### src/rtl/zx_kbd_pkg.sv
`default_nettype none
// ============================================================================
// Module      : zx_kbd_pkg
// Description : Shared frame geometry, status bit positions and receiver FSM
//               states for the ZX keyboard SPI receiver.
//               Macro KBD_KEMPSTON_EN selects the 56-bit frame variant.
// Revision    : 1.0 - initial release
// ============================================================================
package zx_kbd_pkg;

    localparam int MATRIX_BITS         = 40;
    localparam int STATUS_BITS         = 8;
    localparam int JOY_BITS            = 8;
    localparam int FRAME_BITS_STD      = MATRIX_BITS + STATUS_BITS;
    localparam int FRAME_BITS_KEMPSTON = FRAME_BITS_STD + JOY_BITS;

`ifdef KBD_KEMPSTON_EN
    localparam int FRAME_BITS = FRAME_BITS_KEMPSTON;
`else
    localparam int FRAME_BITS = FRAME_BITS_STD;
`endif

    localparam int STAT_RESET_REQ = 0;
    localparam int STAT_MAGIC     = 1;
    localparam int STAT_TURBO     = 2;
    localparam int STAT_KEEP      = 3;

    typedef enum logic [1:0] {
        ST_IDLE  = 2'd0,
        ST_SHIFT = 2'd1,
        ST_CHECK = 2'd2
    } rx_state_e;

endpackage
`default_nettype wire

### src/rtl/zx_kbd_sync.sv
`default_nettype none
// ============================================================================
// Module      : zx_kbd_sync
// Description : N-stage synchroniser for one asynchronous pin, with optional
//               rise/fall pulse outputs taken from the synchronised level.
// Revision    : 1.0 - initial release
// ============================================================================
module zx_kbd_sync #(
    parameter int STAGES    = 2,
    parameter bit RESET_VAL = 1'b0,
    parameter bit EDGE_DET  = 1'b1
) (
    input  logic clk_i,
    input  logic rst_i,
    input  logic async_i,
    output logic sync_o,
    output logic rise_o,
    output logic fall_o
);

    logic [STAGES-1:0] sync_q;

    always_ff @(posedge clk_i) begin
        if (rst_i) begin
            sync_q <= {STAGES{RESET_VAL}};
        end else begin
            sync_q <= {sync_q[STAGES-2:0], async_i};
        end
    end

    assign sync_o = sync_q[STAGES-1];

    generate
        if (EDGE_DET) begin : g_edge
            logic prev_q;

            always_ff @(posedge clk_i) begin
                if (rst_i) begin
                    prev_q <= RESET_VAL;
                end else begin
                    prev_q <= sync_q[STAGES-1];
                end
            end

            assign rise_o =  sync_q[STAGES-1] & ~prev_q;
            assign fall_o = ~sync_q[STAGES-1] &  prev_q;
        end else begin : g_no_edge
            assign rise_o = 1'b0;
            assign fall_o = 1'b0;
        end
    endgenerate

endmodule
`default_nettype wire

### src/rtl/zx_kbd_spi_rx.sv
`default_nettype none
// ============================================================================
// Module      : zx_kbd_spi_rx
// Description : SPI slave receiving the keyboard frame, double-buffered 8x5
//               ZX matrix with port #FE column decode, status bits and link
//               watchdog. Macro KBD_KEMPSTON_EN adds the JOY byte and port.
// Revision    : 1.0 - initial release
// ============================================================================
module zx_kbd_spi_rx
    import zx_kbd_pkg::*;
#(
    parameter int SYNC_STAGES    = 2,
    parameter int TIMEOUT_CYCLES = 1400000,
    parameter int ROWS           = 8,
    parameter int COLS           = 5
) (
    input  logic            CLK_14MHZ,
    input  logic            RESET,
    input  logic            KBD_CLK,
    input  logic            KBD_CS,
    input  logic            KBD_DI,
    input  logic [ROWS-1:0] A_HI,
    output logic [COLS-1:0] KD,
    output logic            KBD_RESET_REQ,
    output logic            KBD_MAGIC,
    output logic            KBD_TURBO,
    output logic            LINK_UP,
    output logic            FRAME_OK,
`ifdef KBD_KEMPSTON_EN
    output logic            FRAME_ERR,
    output logic [JOY_BITS-1:0] JOY
`else
    output logic            FRAME_ERR
`endif
);

    localparam int MAT_W      = ROWS * COLS;
    localparam int STATUS_LSB = FRAME_BITS - MAT_W - STATUS_BITS;
    localparam int CNT_W      = $clog2(FRAME_BITS + 2);
    localparam int WD_W       = $clog2(TIMEOUT_CYCLES);
    localparam logic [CNT_W-1:0] CNT_FULL = CNT_W'(FRAME_BITS);
    localparam logic [CNT_W-1:0] CNT_SAT  = CNT_W'(FRAME_BITS + 1);
    localparam logic [WD_W-1:0]  WD_LOAD  = WD_W'(TIMEOUT_CYCLES - 1);

    logic w_clk_lvl, w_clk_rise, w_clk_fall;
    logic w_cs_lvl,  w_cs_rise,  w_cs_fall;
    logic w_di_lvl,  w_di_rise,  w_di_fall;

    zx_kbd_sync #(.STAGES(SYNC_STAGES), .RESET_VAL(1'b0), .EDGE_DET(1'b1)) u_sync_clk (
        .clk_i(CLK_14MHZ), .rst_i(RESET), .async_i(KBD_CLK),
        .sync_o(w_clk_lvl), .rise_o(w_clk_rise), .fall_o(w_clk_fall)
    );

    zx_kbd_sync #(.STAGES(SYNC_STAGES), .RESET_VAL(1'b1), .EDGE_DET(1'b1)) u_sync_cs (
        .clk_i(CLK_14MHZ), .rst_i(RESET), .async_i(KBD_CS),
        .sync_o(w_cs_lvl), .rise_o(w_cs_rise), .fall_o(w_cs_fall)
    );

    zx_kbd_sync #(.STAGES(SYNC_STAGES), .RESET_VAL(1'b0), .EDGE_DET(1'b0)) u_sync_di (
        .clk_i(CLK_14MHZ), .rst_i(RESET), .async_i(KBD_DI),
        .sync_o(w_di_lvl), .rise_o(w_di_rise), .fall_o(w_di_fall)
    );

    rx_state_e                state_q, state_d;
    logic [CNT_W-1:0]         bit_cnt_q, bit_cnt_d;
    logic [FRAME_BITS-1:0]    sr_q, sr_d;
    logic                     pend_fall_q, pend_fall_d;
    logic [MAT_W-1:0]         matrix_q, matrix_d;
    logic [STAT_KEEP-1:0]     status_q, status_d;
    logic [WD_W-1:0]          wd_q, wd_d;
    logic                     link_q, link_d;
    logic                     frame_ok_q, frame_err_q;
    logic [COLS-1:0]          kd_q, kd_d;
    logic                     w_commit, w_discard;
    logic [STATUS_BITS-1:0]   w_status;
    logic                     w_unused;

`ifdef KBD_KEMPSTON_EN
    logic [JOY_BITS-1:0]      joy_q, joy_d;
`endif

    assign w_status = sr_q[STATUS_LSB +: STATUS_BITS];

    // Receiver FSM: the frame is only judged once CS closes the envelope.
    always_comb begin
        state_d     = state_q;
        bit_cnt_d   = bit_cnt_q;
        sr_d        = sr_q;
        pend_fall_d = 1'b0;
        w_commit    = 1'b0;
        w_discard   = 1'b0;
        unique case (state_q)
            ST_IDLE: begin
                if (w_cs_fall || pend_fall_q) begin
                    state_d   = ST_SHIFT;
                    bit_cnt_d = '0;
                    sr_d      = '0;
                end
            end
            ST_SHIFT: begin
                if (w_clk_rise) begin
                    sr_d = {sr_q[FRAME_BITS-2:0], w_di_lvl};
                    if (bit_cnt_q != CNT_SAT) begin
                        bit_cnt_d = bit_cnt_q + CNT_W'(1);
                    end
                end
                if (w_cs_rise) begin
                    state_d = ST_CHECK;
                end
            end
            ST_CHECK: begin
                state_d     = ST_IDLE;
                pend_fall_d = w_cs_fall;
                if (bit_cnt_q == CNT_FULL) begin
                    w_commit = 1'b1;
                end else begin
                    w_discard = 1'b1;
                end
            end
            default: begin
                state_d = ST_IDLE;
            end
        endcase
    end

    // Visible data: a commit beats a watchdog expiry landing in the same cycle.
    always_comb begin
        matrix_d = matrix_q;
        status_d = status_q;
        wd_d     = wd_q;
        link_d   = link_q;
`ifdef KBD_KEMPSTON_EN
        joy_d    = joy_q;
`endif
        if (w_commit) begin
            matrix_d = sr_q[FRAME_BITS-1 -: MAT_W];
            status_d = w_status[STAT_KEEP-1:0];
            wd_d     = WD_LOAD;
            link_d   = 1'b1;
`ifdef KBD_KEMPSTON_EN
            joy_d    = sr_q[JOY_BITS-1:0];
`endif
        end else if (wd_q == '0) begin
            matrix_d = '1;
            status_d = '0;
            link_d   = 1'b0;
`ifdef KBD_KEMPSTON_EN
            joy_d    = '0;
`endif
        end else begin
            wd_d = wd_q - WD_W'(1);
        end
    end

    always_comb begin
        kd_d = '1;
        for (int c = 0; c < COLS; c++) begin
            for (int r = 0; r < ROWS; r++) begin
                kd_d[c] = kd_d[c] & (matrix_q[r*COLS + c] | A_HI[r]);
            end
        end
    end

    always_ff @(posedge CLK_14MHZ) begin
        if (RESET) begin
            state_q     <= ST_IDLE;
            bit_cnt_q   <= '0;
            sr_q        <= '0;
            pend_fall_q <= 1'b0;
            matrix_q    <= '1;
            status_q    <= '0;
            wd_q        <= '0;
            link_q      <= 1'b0;
            frame_ok_q  <= 1'b0;
            frame_err_q <= 1'b0;
            kd_q        <= '1;
`ifdef KBD_KEMPSTON_EN
            joy_q       <= '0;
`endif
        end else begin
            state_q     <= state_d;
            bit_cnt_q   <= bit_cnt_d;
            sr_q        <= sr_d;
            pend_fall_q <= pend_fall_d;
            matrix_q    <= matrix_d;
            status_q    <= status_d;
            wd_q        <= wd_d;
            link_q      <= link_d;
            frame_ok_q  <= w_commit;
            frame_err_q <= w_discard;
            kd_q        <= kd_d;
`ifdef KBD_KEMPSTON_EN
            joy_q       <= joy_d;
`endif
        end
    end

    assign KD            = kd_q;
    assign KBD_RESET_REQ = status_q[STAT_RESET_REQ];
    assign KBD_MAGIC     = status_q[STAT_MAGIC];
    assign KBD_TURBO     = status_q[STAT_TURBO];
    assign LINK_UP       = link_q;
    assign FRAME_OK      = frame_ok_q;
    assign FRAME_ERR     = frame_err_q;
`ifdef KBD_KEMPSTON_EN
    assign JOY           = joy_q;
`endif

    assign w_unused = ^{w_clk_lvl, w_clk_fall, w_cs_lvl, w_di_rise, w_di_fall,
                        w_status[STATUS_BITS-1:STAT_KEEP]};

endmodule
`default_nettype wire

### config.mk
export PLATFORM = sky130hd
export DESIGN_NAME = zx_kbd_spi_rx
export DESIGN_NICKNAME = d
export VERILOG_FILES = /design/src/rtl/zx_kbd_pkg.sv /design/src/rtl/zx_kbd_sync.sv /design/src/rtl/zx_kbd_spi_rx.sv
export SDC_FILE = /design/constraint.sdc
export NUM_CORES = 1
export LEC_CHECK = 0
export ABC_AREA = 1
export BUFFER_PORTS_ARGS = -buffer_cell sky130_fd_sc_hd__buf_4
export CORE_ASPECT_RATIO = 1.4
export CORE_MARGIN = 2
export CORE_UTILIZATION = 35
export CTS_CLUSTER_DIAMETER = 40
export CTS_CLUSTER_SIZE = 28
export DETAILED_ROUTE_END_ITERATION = 8
export GPL_TIMING_DRIVEN = 0
export PLACE_DENSITY = 0.6
export SETUP_SLACK_MARGIN = 0.1
export SYNTH_ARGS = -nofsm -noshare
export SYNTH_HDL_FRONTEND = slang
export SYNTH_HIERARCHICAL = 1
export SYNTH_SLANG_ARGS = --single-unit
### constraint.sdc
create_clock -name CLK_14MHZ -period 2.45 [get_ports CLK_14MHZ]
set_input_delay 0.49 -clock CLK_14MHZ [delete_from_list [all_inputs] [get_ports CLK_14MHZ]]
set_output_delay 0.49 -clock CLK_14MHZ [all_outputs]
set_load 0.02 [all_outputs]
Word-level counts from Yosys, hierarchy flattened --
Cells that the tools add are included.
Storage, ports and cells: bits of input ports 13, output and inout bits 11, register bits 137
Cells by class: mux-type cells 21, bitwise logic cells 82, equality and inequality tests 9, reduce and logical (&&, ||, !) cells 10, add/subtract/negate cells 2
Operators by type and width (count):
- 48-bit 2-to-1 mux | 2
- 48-bit case mux with 2 select lines | 1
- 40-bit 2-to-1 mux | 2
- 21-bit 2-to-1 mux | 2
- 1-bit bitwise OR | 40
- 1-bit AND | 38
- 21-bit logical NOT | 1
- 21-bit by 1-bit subtractor with 21-bit output, second input constant | 1
- 6-bit 2-to-1 mux | 3
- 6-bit case mux with 2 select lines | 1
- 6-bit by 1-bit adder with 6-bit output, second input constant | 1
- 6-bit equality test, second input constant | 1
- 3-bit 2-to-1 mux | 2
- 2-bit != test, second input constant | 3
- 6-bit != test, second input constant | 1
- 1-bit 2-to-1 mux | 5
- 2-bit 2-to-1 mux | 2
- 2-bit by 1-bit != test with 1-bit output, second input constant | 2
- 1-bit NOT | 4
- 2-bit case mux with 2 select lines | 1
- 4-bit AND reduction | 1
- 2-bit nonzero test | 2
- 2-bit OR reduction | 2
- 3-bit AND reduction | 1
- 5 further kinds | 5

Longest topological paths before layout --
Gate-level depths: netlist (run 1).
depth after elaboration 8, mapped depth 11

Cells and area by module --
Netlist (run 1), hierarchy kept.
Modules (own cells, without submodules):
- zx_kbd_spi_rx | area an instance 5328.9 µm², seq. area each 2582.5 µm², instances 1, cells each 717
- zx_kbd_sync at u_sync_cs | area an instance 97.6 µm², seq. area each 60.1 µm², instances 1, cells each 13
- zx_kbd_sync at u_sync_clk | area an instance 93.8 µm², seq. area each 60.1 µm², instances 1, cells each 12
- zx_kbd_sync at u_sync_di | area an instance 73.8 µm², seq. area each 40.0 µm², instances 1, cells each 9

Least setup slack after synthesis (run 1) --
OpenSTA, ideal clock, no wires.
path type register to register, start point reg wd_q[0], end point reg matrix_q[19], cell stages (with the launch flop) 11, setup time 0.066 ns, clock period less this slack 1.614 ns, required time 2.384 ns, arrival time 1.548 ns, slack 0.836 ns, cell sequence dfxtp_1 > inv_1 > ha_1 > nand2_4 > nor2_8 > nand3_4 > nand2_4 > nor2_2 > buf_6 > buf_6 > a21oi_2
Between the ends: longest elaborated chain between the ends 2
RTL lines:
- start: declaration | RTL line zx_kbd_spi_rx.sv:70 | logic [WD_W-1:0] wd_q, wd_d;
- start signal: assignment | RTL line zx_kbd_spi_rx.sv:187 | wd_q <= wd_d;
- 21-bit logical NOT | RTL line zx_kbd_spi_rx.sv:143 | end else if (wd_q == '0) begin
- 2-bit nonzero test (no line)
- end signal: assignment | RTL line zx_kbd_spi_rx.sv:185 | matrix_q <= matrix_d;
- end: declaration | RTL line zx_kbd_spi_rx.sv:68 | logic [MAT_W-1:0] matrix_q, matrix_d;
Every way passes these cells. A chain may end at the register's enable or synchronous reset.

Worst setup path in the final report (run 1) --
start point reg wd_q[0], end point reg matrix_q[20]
The elaborated chain is that of the path after synthesis.

==> results.toml, run 1 <==
[critical_path]
endpoint_kind = "register"
crit_fanout = 10
path_buf_inv = 3
reg2reg_slack_ns = 0.54
critical_path_class = "register to register"
critPathArrivalTime_ns = 2.26
crit_required_ns = 2.80
crit_chain = "inv_1 -> ha_1 -> nand2_4 -> nor2_8 -> nand3_4 -> nand2_4 -> nor2_2 -> buf_6 -> buf_6 -> a21oi_2"
crit_family = "simple AND/OR/NAND/NOR gates"
worst_setup_path_start_kind = "register"
max_stage_delay_ns = 0.33
crit_path_top_delay_cell = "ha_1"

[power]
power_w = 0.00702
powerDensity_nw_per_um2 = 1060
irDropWorstVdd_v = 0.000531
p_leak_nw = 3.09

[finish]
final_common_cell = "nor2_1"
fillerInstances = 1579
antennaDiodeCount = 0
final_layout_size_suffix_gt1_share_pct = 13.1
fin_area_um2 = 6630
nets = 805
area_delta_synth_final_pct = 19.1
final_cell_mix = "nor2_1 (166), dfxtp_1 (137), nand2_1 (130)"
final_core_util_pct = 42.5

[clock_tree]
cts_resized = 0
ctsHoldBuffers = 0
tritoncts = "done"
clockRootBuffer = "clkbuf_16"
cts_setup_buffers = 0
cts.clk_slew.worst_paths_ns = 0.06
h-tree-depth = 4
clock-sinks = 137
clkLatencyLatePin_ns = 0.42
clockBufferDepth = 2
cts_buffers = 17

[die]
initial_core_util_pct = 35.7
dieArea_um2 = 16900
die_h_um = 153
die_x_um = 111
coreArea_um2 = 15600
rows = 54
num_io_pins = 24

[sta]
maxSlewViolCount = 0
fin_crit_ns = 1.91
min_period_over_period_pct = 77.9
fin_skew_ns = 0.00704
rsz0062_at_grt = "no"
fin_setup_tns_ns = 0
hold_viol = 0
max_freq_mhz = 524
worstMarginPinSlew_ns = 0.576
setup_viol = 0
max-slew-margin-rel_pct = 61.6
holdWs_ns = 0.242

[place]
io_buffers = 23
place.gp.congestion = 0.816
placed_area_um2 = 5990
dpl.hpwl_um = 8860

[yosys]
syn_nets = 763
syn_area_um2 = 5570
postSynthAreaPerCell_um2 = 7.46
yosys_warnings = 6
synthCells = 746

[global_route]
grt_max_degree = 17
grt_usage_pct = 15.4
antenna_found_initial = 0
first_global_vias = 4500
gr-total-overflow = 0
grt_first_pass_wirelength_um = 21400

[detailed_routing]
via_per_inst = 4.63
first_pass_iters = 5
wl_per_cell_um = 12.4
first_iter_violations = 185
drc = 0
ant_nets = 0
via_count = 4618
routed_wl_um = 12400

[hold_path]
holdCritPathClass = "input pin to register"

[status]
status = "completed"

[run]
maxCapViolations = 0
[through the flow]
stage / worst slack (ns) / cells
after detailed placement: 0.269 / 965
after global routing: 0.358 / 997
after global placement: 0.271 / 965
after floorplan: 0.836 / 746
final: 0.542 / 997
after CTS: 0.520 / 997
[routing by layer]
metal / track usage, % / wire [um] / up-vias
met5: 0 / 0 / -
met4: 6.61 / 230 / 0
met3: 3.17 / 415 / 21
met2: 27.5 / 6250 / 63
met1: 17.8 / 5520 / 2098
li1: - / - / 2436
[registers in the layout, indices dropped and copies added (netlist names)]
signal	count
u_sync_cs/g_edge.prev_q	1
state_q	2
bit_cnt_q	6
FRAME_OK	1
u_sync_clk/g_edge.prev_q	1
LINK_UP	1
KD	5
FRAME_ERR	1
pend_fall_q	1
sr_q	48
status_q	3
wd_q	21
u_sync_cs/sync_q	2
u_sync_di/sync_q	2
matrix_q	40
u_sync_clk/sync_q	2
[power breakdown]
group	switching (W)	total, W	internal, W
sequential	0.000171	0.00258	0.00241
combinational	0.00106	0.00165	0.000590
clock	0.000962	0.00279	0.00183
total	0.00219	0.00702	0.00483
[worst reg2reg max path, stage by stage (launching register included)]
cell and delay (ns):
dfxtp_1 0.31, inv_1 0.14, ha_1 0.33, nand2_4 0.11, nor2_8 0.20, nand3_4 0.13
nand2_4 0.12, nor2_2 0.07, buf_6 0.16, buf_6 0.16, a21oi_2 0.12
[final cells by class]
type | instances | area (um^2) | share of cell area (%)
tap | 196 | 245 | 3.70
clock inverter | 12 | 198 | 2.98
clock buffer | 20 | 447 | 6.74
timing repair buffer | 23 | 173 | 2.60
multi-input combinational | 496 | 2360 | 35.6
inverter | 84 | 315 | 4.76
sequential | 137 | 2740 | 41.4
buffer | 29 | 148 | 2.23
[path summary, 6_finish.rpt]
check / cells after the start / end / start
setup / recovery: 10 / matrix_q[20] / wd_q[0]
hold / removal: 3 / u_sync_cs/sync_q[0] / KBD_CS
setup reg to reg: 10 / matrix_q[20] / wd_q[0]
hold reg to reg: 2 / u_sync_clk/sync_q[1] / u_sync_clk/sync_q[0]
Note: power is estimated with default switching activity, not from simulation.
==> inputs of run 2 (changes only) <==
- ABC_AREA: 1 -> 0
- clock period: 2.45 -> 2 ns (I/O delays scaled with it)
==> results.toml, run 2 <==
[status]
status = "completed"

[global_route]
gr-total-overflow = 0
antenna_found_initial = 0
grt_max_degree = 17
grt_first_pass_wirelength_um = 19300
grt_usage_pct = 15.9
first_global_vias = 3855

[finish]
antennaDiodeCount = 0
final_cells = 788
nets = 610
final_cell_mix = "dfxtp_1 (131), nor2_1 (115), a21oi_1 (63)"
final_common_cell = "dfxtp_1"
area_delta_synth_final_pct = 24.1
largest_register_ffs = 48
largest_registers = "sr_q: 48 flops, matrix_q: 40 flops, wd_q: 21 flops"
top_register = "sr_q"
final_layout_size_suffix_gt1_share_pct = 17.1

[sta]
max_freq_mhz = 520
min_period_over_period_pct = 96.2
fin_skew_ns = 0.00794
maxSlewViolCount = 0
rsz0062_at_grt = "yes"
fin_crit_ns = 1.92
hold_viol = 0
holdWs_ns = 0.168
worstMarginPinSlew_ns = 0.533
setup_viol = 0
max-slew-margin-rel_pct = 64.3

[clock_tree]
cts.clk_slew.worst_paths_ns = 0.05
clock-sinks = 137
clockRootBuffer = "clkbuf_16"
clockBufferDepth = 2
cts_buffers = 17
h-tree-depth = 4
ctsHoldBuffers = 0
tritoncts = "done"
clkLatencyLatePin_ns = 0.42

[place]
dpl.hpwl_um = 7940
place.gp.congestion = 0.987
io_buffers = 23
post-place-cells = 744

[detailed_routing]
via_per_inst = 5.14
routed_wl_um = 11900
ant_nets = 0
first_pass_iters = 7
first_iter_violations = 211
wl_per_cell_um = 15.0
via_count = 4050
drc = 0

[critical_path]
reg2reg_slack_ns = 0.08
max_stage_delay_ns = 0.50
crit_fanout = 6
crit_family = "simple AND/OR/NAND/NOR gates"
endpoint_kind = "register"
worst_setup_path_start_kind = "register"
critPathArrivalTime_ns = 2.27
crit_chain = "nor3_1 -> nand4b_1 -> or4b_1 -> or3_1 -> a21oi_2"
path_buf_inv = 0
critical_path_class = "register to register"
crit_path_top_delay_cell = "or4b_1"
crit_required_ns = 2.35

[yosys]
yosys_warnings = 6
postSynthAreaPerCell_um2 = 9.30
syn_area_um2 = 4980
syn_nets = 553
synthCells = 536

[power]
intPower_w = 0.00564
p_leak_nw = 2.34
clockPowerShare_pct = 32.9
p_sw_w = 0.00241
switching_share_pct = 30.0
powerDensity_nw_per_um2 = 1300
p_comb_share_pct = 27.1
irDropWorstVdd_v = 0.000584
sequentialPowerShare_pct = 40.1

[run]
maxCapViolations = 0

[die]
num_io_pins = 24
rows = 51
coreArea_um2 = 13900
die_x_um = 105
dieArea_um2 = 15200
initial_core_util_pct = 35.8
die_h_um = 145

[hold_path]
holdCritPathClass = "input pin to register"
run 2: cell type report:
type                            count  area [um^2]
Clock inverter                      5         25.0
Multi-Input combinational cell    364         2210
Inverter                            6         25.0
Timing Repair Buffer               38          317
Clock buffer                       24          462
Buffer                             29          165
Fill cell                        1378         7730
Tap cell                          185          231
Sequential cell                   137         2750
run 2: worst paths after layout:
| path | from | endpoint | cells past startpoint |
|---|---|---|---|
| max | wd_q[8] | wd_q[17] | 5 |
| min | KBD_CS | u_sync_cs/sync_q[0] | 2 |
| max reg2reg | wd_q[8] | wd_q[17] | 5 |
| min reg2reg | u_sync_cs/sync_q[0] | u_sync_cs/sync_q[1] | 1 |
run 2: per-stage QoR:
| step | util [%] | instance area (um^2) | total power (W) | worst slack (ns) | TNS, ns |
|---|---|---|---|---|---|
| final | 44.5 | 6180 | 0.00806 | 0.0754 | 0 |
| after global routing | 44.5 | 6180 | 0.00847 | -0.0169 | -0.0169 |
| after floorplan | - | 4980 | 0.00437 | 0.211 | 0 |
| after CTS | 43.5 | 6050 | 0.00775 | 0.0916 | 0 |
| after global placement | 38.7 | 5390 | 0.00467 | -0.465 | -26.83 |
| after detailed placement | 38.7 | 5390 | 0.00471 | -0.426 | -25.51 |
run 2: power groups by stage:
stage	Clock (W)	Combinational, W	Sequential [W]
after floorplan	0	0.00118	0.00318
after global placement	0	0.00144	0.00323
after detailed placement	0	0.00147	0.00324
after CTS	0.00270	0.00185	0.00319
after global routing	0.00283	0.00238	0.00326
final	0.00265	0.00218	0.00323
run 2: timing repair:
item | 4_1_cts | 5_1_grt
endpoints found under the hold margin | 0 | 0
pin swaps | 7 | 41
endpoints found under the setup margin | 114 | 112
gates cloned | 2 | 2
buffers inserted | 7 | 4
resized for setup | 33 | 38
run 2: layer usage:
metal | vias to the layer above | track usage [%] | share of wire [%]
li1 | 2027 | - | -
met1 | 1901 | 19.2 | 44
met2 | 103 | 26.7 | 50
met3 | 19 | 3.86 | 4.5
met4 | 0 | 7.20 | 1.8
met5 | - | 0 | 0
==> inputs of run 3 (changes only) <==
- clock period: 2 -> 2.27 ns (I/O delays scaled with it)
==> results.toml, run 3 (synthesis gave the netlist of run 2 again) <==
[critical_path]
reg2reg_slack_ns = 0.21
crit_path_top_delay_cell = "or3b_2"
critical_path_class = "register to register"
reg2reg_depth = 7
critPathArrivalTime_ns = 2.34
crit_top_cell = "nand2_1"
crit_chain = "inv_1 -> ha_1 -> or3b_2 -> nor2_1 -> nand2_1 -> o311ai_0 -> nand2_1"
r2r-start = "wd_q[0]"
worst_setup_path_start_kind = "register"
crit_start = "wd_q[0]"
endpoint_kind = "register"
max_stage_delay_ns = 0.48
r2r_end = "wd_q[20]"
crit_required_ns = 2.56
crit_end = "wd_q[20]"
crit_fanout = 5

[finish]
area_delta_synth_final_pct = 18.8
antennaDiodeCount = 0
final_cell_mix = "dfxtp_1 (137), nor2_1 (118), a21oi_1 (64)"
final_cells = 774
largest_register_ffs = 48
nets = 596
final_layout_size_suffix_gt1_share_pct = 11.7
final_common_cell = "dfxtp_1"
final_core_util_pct = 42.6
top_register = "sr_q"
fillerInstances = 1406
largest_registers = "sr_q: 48 flops, matrix_q: 40 flops, wd_q: 21 flops"

[die]
rows = 51
dieArea_um2 = 15200
coreArea_um2 = 13900
die_h_um = 145
die_x_um = 105
initial_core_util_pct = 35.8
num_io_pins = 24

[status]
status = "completed"

[sta]
max-slew-margin-rel_pct = 64.3
fin_crit_ns = 2.06
fin_skew_ns = 0.00855
rsz0062_at_grt = "no"
maxSlewViolCount = 0
max_freq_mhz = 486
worstMarginPinSlew_ns = 0.535
hold_viol = 0
min_period_over_period_pct = 90.6
setup_viol = 0

[power]
irDropWorstVdd_v = 0.000520
p_sw_w = 0.00193
clockPowerShare_pct = 35.9
p_leak_nw = 2.22
powerDensity_nw_per_um2 = 1100
switching_share_pct = 29.6
p_comb_share_pct = 21.0
sequentialPowerShare_pct = 43.2
intPower_w = 0.00459

[global_route]
first_global_vias = 3749
grt_first_pass_wirelength_um = 18700
gr-total-overflow = 0
grt_usage_pct = 15.5
antenna_found_initial = 0
grt_max_degree = 17

[detailed_routing]
wl_per_cell_um = 14.6
via_count = 3947
drc = 0
routed_wl_um = 11300
via_per_inst = 5.10
ant_nets = 0
first_pass_iters = 4
first_iter_violations = 188

[place]
dpl.hpwl_um = 7940
post-place-cells = 744
io_buffers = 23
place.gp.congestion = 0.987

[clock_tree]
clockRootBuffer = "clkbuf_16"
clock-sinks = 137
cts.clk_slew.worst_paths_ns = 0.05
ctsHoldBuffers = 0
h-tree-depth = 4
cts_buffers = 17
clkLatencyLatePin_ns = 0.42
clockBufferDepth = 2
tritoncts = "done"

[run]
maxCapViolations = 0

[hold_path]
holdCritPathClass = "input pin to register"
run 3: changes by cell type in the layout (fill, tap and decap cells not counted), sizes merged:
cell | previous run | this run
buf | 44 | 28
clkbuf | 47 | 49
run 3: how the worst min path moves through the flow:
stage / startpoint / endpoint / slack, ns / depth (start not counted)
3_3_place_gp: u_sync_cs/sync_q[0] / u_sync_cs/sync_q[1] / 0.40 / 1
5_1_grt: KBD_CS / u_sync_cs/sync_q[0] / 0.23 / 2
4_1_cts: KBD_CS / u_sync_cs/sync_q[0] / 0.21 / 2
3_5_place_dp: u_sync_cs/sync_q[0] / u_sync_cs/sync_q[1] / 0.39 / 1
2_1_floorplan: u_sync_cs/sync_q[0] / u_sync_cs/sync_q[1] / 0.38 / 1
6_report: KBD_CS / u_sync_cs/sync_q[0] / 0.22 / 2
run 3: power by group through the flow:
stage          logic (W)  clock network, W  registers [W]
6_report         0.00137           0.00234        0.00281
5_1_grt          0.00154           0.00250        0.00284
4_1_cts          0.00131           0.00238        0.00281
3_5_place_dp     0.00129                 0        0.00286
3_3_place_gp     0.00127                 0        0.00285
2_1_floorplan    0.00104                 0        0.00280
run 3: metal layers:
metal | vias up | GRT usage (%) | share of wire [%]
met3 | 21 | 4.04 | 4.2
li1 | 2004 | - | -
met1 | 1830 | 18.9 | 45
met5 | - | 0 | 0
met4 | 0 | 7.80 | 2.5
met2 | 92 | 25.1 | 48
run 3: critical path: cells and delay by family, from the launching register on:
kind                       cells  cell delay [ns]
and+or+nand+nor                4             0.91
DFF                            1             0.34
AOI/OAI and AO/OA              1             0.33
adders and majority gates      1             0.24
buffers and inverters          1             0.10
run 3: timing repair:
| item | in CTS | in global routing |
|---|---|---|
| endpoints found under the hold margin | 0 | 0 |
| setup endpoints to repair | 10 | 85 |
| buffers inserted | 0 | 1 |
| resized for setup | 1 | 19 |
run 3: stage by stage:
stage	setup WS, ns	hold WS [ns]	setup TNS (ns)	total power (W)	area, um^2
after floorplan	0.481	0.383	0	0.00385	4980
after global placement	-0.249	0.398	-9.23	0.00412	5390
after detailed placement	-0.210	0.393	-7.74	0.00415	5390
after CTS	0.100	0.209	0	0.00650	5880
after global routing	0.0838	0.230	0	0.00688	5920
final	0.213	0.222	0	0.00652	5920
run 3: cell type report:
type	count	area, um^2	share of cell area [%]
flip-flops and latches	137	2740	46.3
multi-input cells	364	2130	36.0
clock buffers	24	462	7.79
well taps	185	231	3.91
repair buffers	24	180	3.04
plain buffers	29	130	2.20
clock inverters	5	25.0	0.422
inverters	6	22.5	0.380
